File: src/rtl/sin_tone_gen.sv
// sin_tone_gen: steps the 40-entry sine-table index every div+1 cycles (lut_idx out, lut_val in) and turns the table output into a clamped 0..29 sample (sample, sample_valid) and a 30-cycle-frame PWM bit (pwm_out); en gates, rst clears
module sin_tone_gen #(
  parameter int DIV_W = 16,
  parameter int LUT_LEN = 40,
  parameter int PWM_MAX = 29
) (
  input  logic             clk,
  input  logic             rst,
  input  logic             en,
  input  logic [DIV_W-1:0] div,
  output logic [5:0]       lut_idx,
  input  logic [4:0]       lut_val,
  output logic [4:0]       sample,
  output logic             sample_valid,
  output logic             pwm_out
);
  localparam logic [5:0] idx_last = 6'(LUT_LEN - 1);
  localparam logic [4:0] pwm_last = 5'(PWM_MAX);
  logic [DIV_W-1:0] pre_cnt;
  logic [4:0] pwm_cnt;
  logic [4:0] clamped;
  logic step;
  logic reload;
  always_comb begin
    step = pre_cnt >= div;
    reload = pwm_cnt == '0;
    clamped = lut_val > pwm_last ? pwm_last : lut_val;
  end
  always_ff @(posedge clk) begin
    if (rst) begin
      pre_cnt <= '0;
      pwm_cnt <= '0;
      lut_idx <= '0;
      sample <= '0;
      sample_valid <= 1'b0;
      pwm_out <= 1'b0;
    end else if (!en) begin
      pre_cnt <= '0;
      pwm_cnt <= '0;
      sample_valid <= 1'b0;
      pwm_out <= 1'b0;
    end else begin
      pre_cnt <= step ? '0 : pre_cnt + 1'b1;
      lut_idx <= !step ? lut_idx : lut_idx >= idx_last ? '0 : lut_idx + 1'b1;
      pwm_cnt <= pwm_cnt >= pwm_last ? '0 : pwm_cnt + 1'b1;
      sample <= reload ? clamped : sample;
      sample_valid <= reload;
      pwm_out <= pwm_cnt < sample;
    end
  end
endmodule

File: config.mk
export PLATFORM = sky130hd
export DESIGN_NAME = sin_tone_gen
export DESIGN_NICKNAME = d
export VERILOG_FILES = /design/src/rtl/sin_tone_gen.sv
export SDC_FILE = /design/constraint.sdc
export NUM_CORES = 1
export LEC_CHECK = 0
export CAP_MARGIN = 15
export CORE_UTILIZATION = 47
export DETAILED_ROUTE_END_ITERATION = 7
export GPL_TIMING_DRIVEN = 0
export PLACE_DENSITY = 0.76
export SETUP_SLACK_MARGIN = 0.3
export SLEW_MARGIN = 20
export SYNTH_ARGS = -nofsm -noshare
export SYNTH_HDL_FRONTEND = slang
export SYNTH_SLANG_ARGS = --single-unit
File: constraint.sdc
create_clock -name clk -period 2.7 [get_ports clk]
set_input_delay 0.675 -clock clk [delete_from_list [all_inputs] [get_ports clk]]
set_output_delay 0.675 -clock clk [all_outputs]
set_load 0.05 [all_outputs]
* Word-level counts from Yosys, hierarchy flattened *
Index checks and enable logic that the tools add are counted.

operators by class
  eq/ne operators = 0
  muxes and demuxes = 2
  add/sub/neg operators = 3
  div/mod/pow operators = 0
  multipliers = 0
  order comparisons = 5
  shift-type cells = 0
  bitwise logic cells = 1
  reduce and logical (&&, ||, !) cells = 6

operators by type and width
  operator               count
  $add 16x1->16 const B  1
  $ge 16x16->1           1
  $add 6x1->6 const B    1
  $ge 6x6->1 const B     1
  $mux 6                 1
  $reduce_or 3->1        2
  $add 5x1->5 const B    1
  $ge 5x5->1 const B     1
  $gt 5x5->1 const B     1
  $logic_not 5->1        1
  $lt 5x5->1             1
  $mux 5                 1
  $reduce_and 2->1       2
  $reduce_or 2->1        1
  $not 1->1              1

storage, ports and cells
  RAM bits = 0
  memories kept = 0
  output and inout port bits = 13
  memory bits (read-only) = 0
  register bits after elaboration = 34
  bits in latches = 0

* Depth between registers and ports, before layout *
  depth in word-level cells = 2
  gate-level depth with buffers = 9
  mapped depth without buffers = 7

* Worst setup path after synthesis *
No wires, ideal clock.

  path type = input port to flip-flop
  start = in div[15]
  end = reg lut_idx[4]
  stages on the path = 8
  data arrival time = 2494 ps
  path slack = 84 ps
  setup time = 122 ps
  buffers on the path = 1
  cells stage by stage = inv_1 > ha_1 > nand4_2 > nor3_2 > or4b_1 > buf_2 > a31o_4 > a311o_1

between the ends
  longest elaborated chain between the ends = 2

RTL lines
  what                               RTL line  text
  start, declared                    10        input logic [DIV_W-1:0] div,
  $ge 16x16->1                       25        step = pre_cnt >= div;
  $reduce_and 2->1 (no source line)  --
  end signal, assigned               44        lut_idx <= !step ? lut_idx : lut_idx >= idx_last ? '0 : lut_idx + 1'b1;
  end, declared                      11        output logic [5:0] lut_idx,

No other way between the ends.
A chain may end at the register's enable or synchronous reset.

* Worst setup path in the final report *
  start = in div[13]
  end = reg lut_idx[0]

The elaborated chain is that of the path after synthesis.

==> out/summary.txt <==
H-tree Lvls: 2
Max clock buf depth: 2
worst min-delay path endpoint: lut_idx[1]
ys async rst share: 0
Min Clock Period, post-route: 2.37 ns
layout cells sized above 1: 0.215
dpl ws: -0.550 ns
Fin. Hold Viols: 0
Critical Path Source Type: input pin
DP HPWL: 2970 um
top cell type by total area after synthesis: dfxtp_1
Syn Std Cell Area: 0.00200 sq mm
setup TNS: 0 ns
commonest cells after routing, fill and taps aside: nor2_1 (34), dfxtp_1 (34), inv_1 (22), clkdlybuf4s50_1 (20), ha_1 (14)
Root Driver: clkbuf_8
Max Fclk: 422 MHz
Max rail drop VDD: 0.359 mV
Distinct cells, synth: 41
vias post-DR: 1780
Yosys top cell area share: 0.340
DRC Markers: 0
Rows: 23
# IOs: 37
Die W: 67.2 um
Yosys Warn Count: 0
worst hold slack: 0.501 ns
via/cell ratio: 5.27
critical path type: input pin to flip-flop
diode count: 0
Min-Delay Path Class: flip-flop to flip-flop
Worst setup EP type: flip-flop
DRT Pass-1 Iters: 4
GRT Total Usage: 0.216
Max-cap violations: 0
EDFF count, synth: 0
cells after synthesis: 234
initial antenna violation count: 0
maximum fanout along the worst path: 5
hold path startpoint: lut_idx[1]
CORE AREA: 0.00403 sq mm
port bufs: 36
DIE HEIGHT: 67.2 um
fin nets: 337
worst r2r dst: lut_idx[0]
Max Clock Skew: 0.00834 ns
# setup viols final: 0
Crit path arrival time: 2.56 ns
die area: 0.00452 sq mm
top_reg_cell synth: dfxtp_1
r2r setup slk: 0.42 ns
Cell Pwr Density: 408 mW/mm^2
Initial Util: 0.496
sequential area share after synthesis: 0.340
Worst Slack Setup Final: 0.328 ns
first-pass GRT wire length: 7180 um
wire per inst: 13.2 um
Final period util: 0.878
largest net degree at the start of global routing: 11
CTS tree: built
Worst-Margin Slew: 0.533 ns
TritonCTS Sinks: 34
Iter 0 DRT Violations: 43
Synth Net Count: 283
R2R depth: 7
Pleak: 1.15 nW
RR Startpoint: pre_cnt[14]
Clock transition at path regs: 0.07 ns
WP data required: 2.89 ns
number of buffers created by CTS: 5
Max-Slew Margin vs Limit: 0.641
RSZ-0062 raised after global routing: yes
hold depth: 2
final core area utilization: 0.708
status: completed
GP Congestion: 0.836
drt total wl: 4450 um
vias in the first global route: 1691
GRT overflow: 0
synthesis-to-finish area growth: 42.6%
Avg Inst Size Synth: 8.54 sq um
top post-synthesis cells by area: dfxtp_1 (34%), ha_1 (16%), nor2_1 (6.4%)
register bit total from synthesis: 34
Final Slew Violations: 0
Worst-Skew Late Latency: 0.29 ns
antenna viol nets, final: 0
-- per-layer routing --
metal  up-vias  routed length, um  global-route usage
met2        37               2270               0.383
met4         0                 80               0.122
met5         -                  0                   0
met3         7                169              0.0405
met1       831               1930               0.240
li1        905                  -                   -
-- worst max-delay path by stage --
| stage | startpoint | endpoint | slack [ns] |
|---|---|---|---|
| after floorplan | div[15] | lut_idx[4] | 0.26 |
| after global placement | div[15] | pre_cnt[7] | -0.54 |
| after detailed placement | div[15] | pre_cnt[8] | -0.55 |
| after CTS | div[15] | lut_idx[0] | 0.30 |
| after global routing | div[13] | lut_idx[0] | 0.27 |
| final | div[13] | lut_idx[0] | 0.33 |
-- cell usage after synthesis (2+ instances only) --
| cell type | instances |
|---|---|
| nor2b_1 | 2 |
| o32ai_1 | 2 |
| o21ai_0 | 5 |
| a2111oi_0 | 2 |
| ha_1 | 25 |
| a31oi_1 | 5 |
| a21oi_1 | 5 |
| xnor2_1 | 12 |
| buf_2 | 2 |
| nand3_1 | 11 |
| nand2b_1 | 2 |
| a21o_1 | 5 |
| nor3_1 | 6 |
| dfxtp_1 | 34 |
| xor2_1 | 5 |
| mux2i_1 | 4 |
| inv_1 | 32 |
| nand2_1 | 13 |
| nor2_1 | 34 |
| and3_1 | 3 |
| nand4_1 | 5 |
-- cell type report --
cell class | instances | area [sq um]
plain buffers | 3 | 26.3
flip-flops and latches | 34 | 681
repair buffers | 47 | 435
inverters | 32 | 128
clock inverters | 1 | 30.0
well taps | 50 | 62.6
fillers | 322 | 1180
multi-input cells | 165 | 1410
clock buffers | 6 | 82.6
-- power by group --
part           total (mW)  internal [mW]  switching (mW)
logic               0.167         0.0810          0.0861
registers           0.521          0.512         0.00887
clock network       0.475          0.295           0.180
total                1.16          0.888           0.275
-- per-stage QoR --
stage / power (mW) / instances / cell area (sq um)
floorplan: 0.618 / 234 / 2080
global placement: 0.680 / 320 / 2500
detailed placement: 0.684 / 320 / 2500
CTS: 1.16 / 333 / 2740
global route: 1.21 / 338 / 2850
finish: 1.16 / 338 / 2850
-- what timing repair did --
action | CTS | global route
gates cloned | 0 | 0
pin swaps | 23 | 13
setup endpoints to repair | 22 | 21
endpoints found under the hold margin | 0 | 0
hold buffers | 0 | 0
setup buffers | 6 | 5
resized for setup | 50 | 15
-- sequential cells by signal (all words and copies together), names as in the netlist --
name	flops
sample	5
lut_idx	6
pwm_cnt	5
pwm_out	1
sample_valid	1
pre_cnt	16
-- kinds of logic after synthesis --
logic type | count (synthesis) | synth area share
multiplexers | 5 | 0.0257
XOR/XNOR | 17 | 0.0745
AO/OA/AOI/OAI | 33 | 0.129
AND/OR/NAND/NOR | 85 | 0.207
buffers and inverters | 35 | 0.0670
flip-flops | 34 | 0.340
adder cells (fa/ha/maj) | 25 | 0.156
-- worst max-delay path, stage by stage --
cell     delay (ns)
buf_6          0.07
inv_2          0.04
ha_4           0.27
nand4_4        0.12
nor3_4         0.21
or4b_4         0.48
buf_6          0.14
a31o_4         0.26
mux2_4         0.29
No activity file was read; power rests on OpenSTA's default activity.
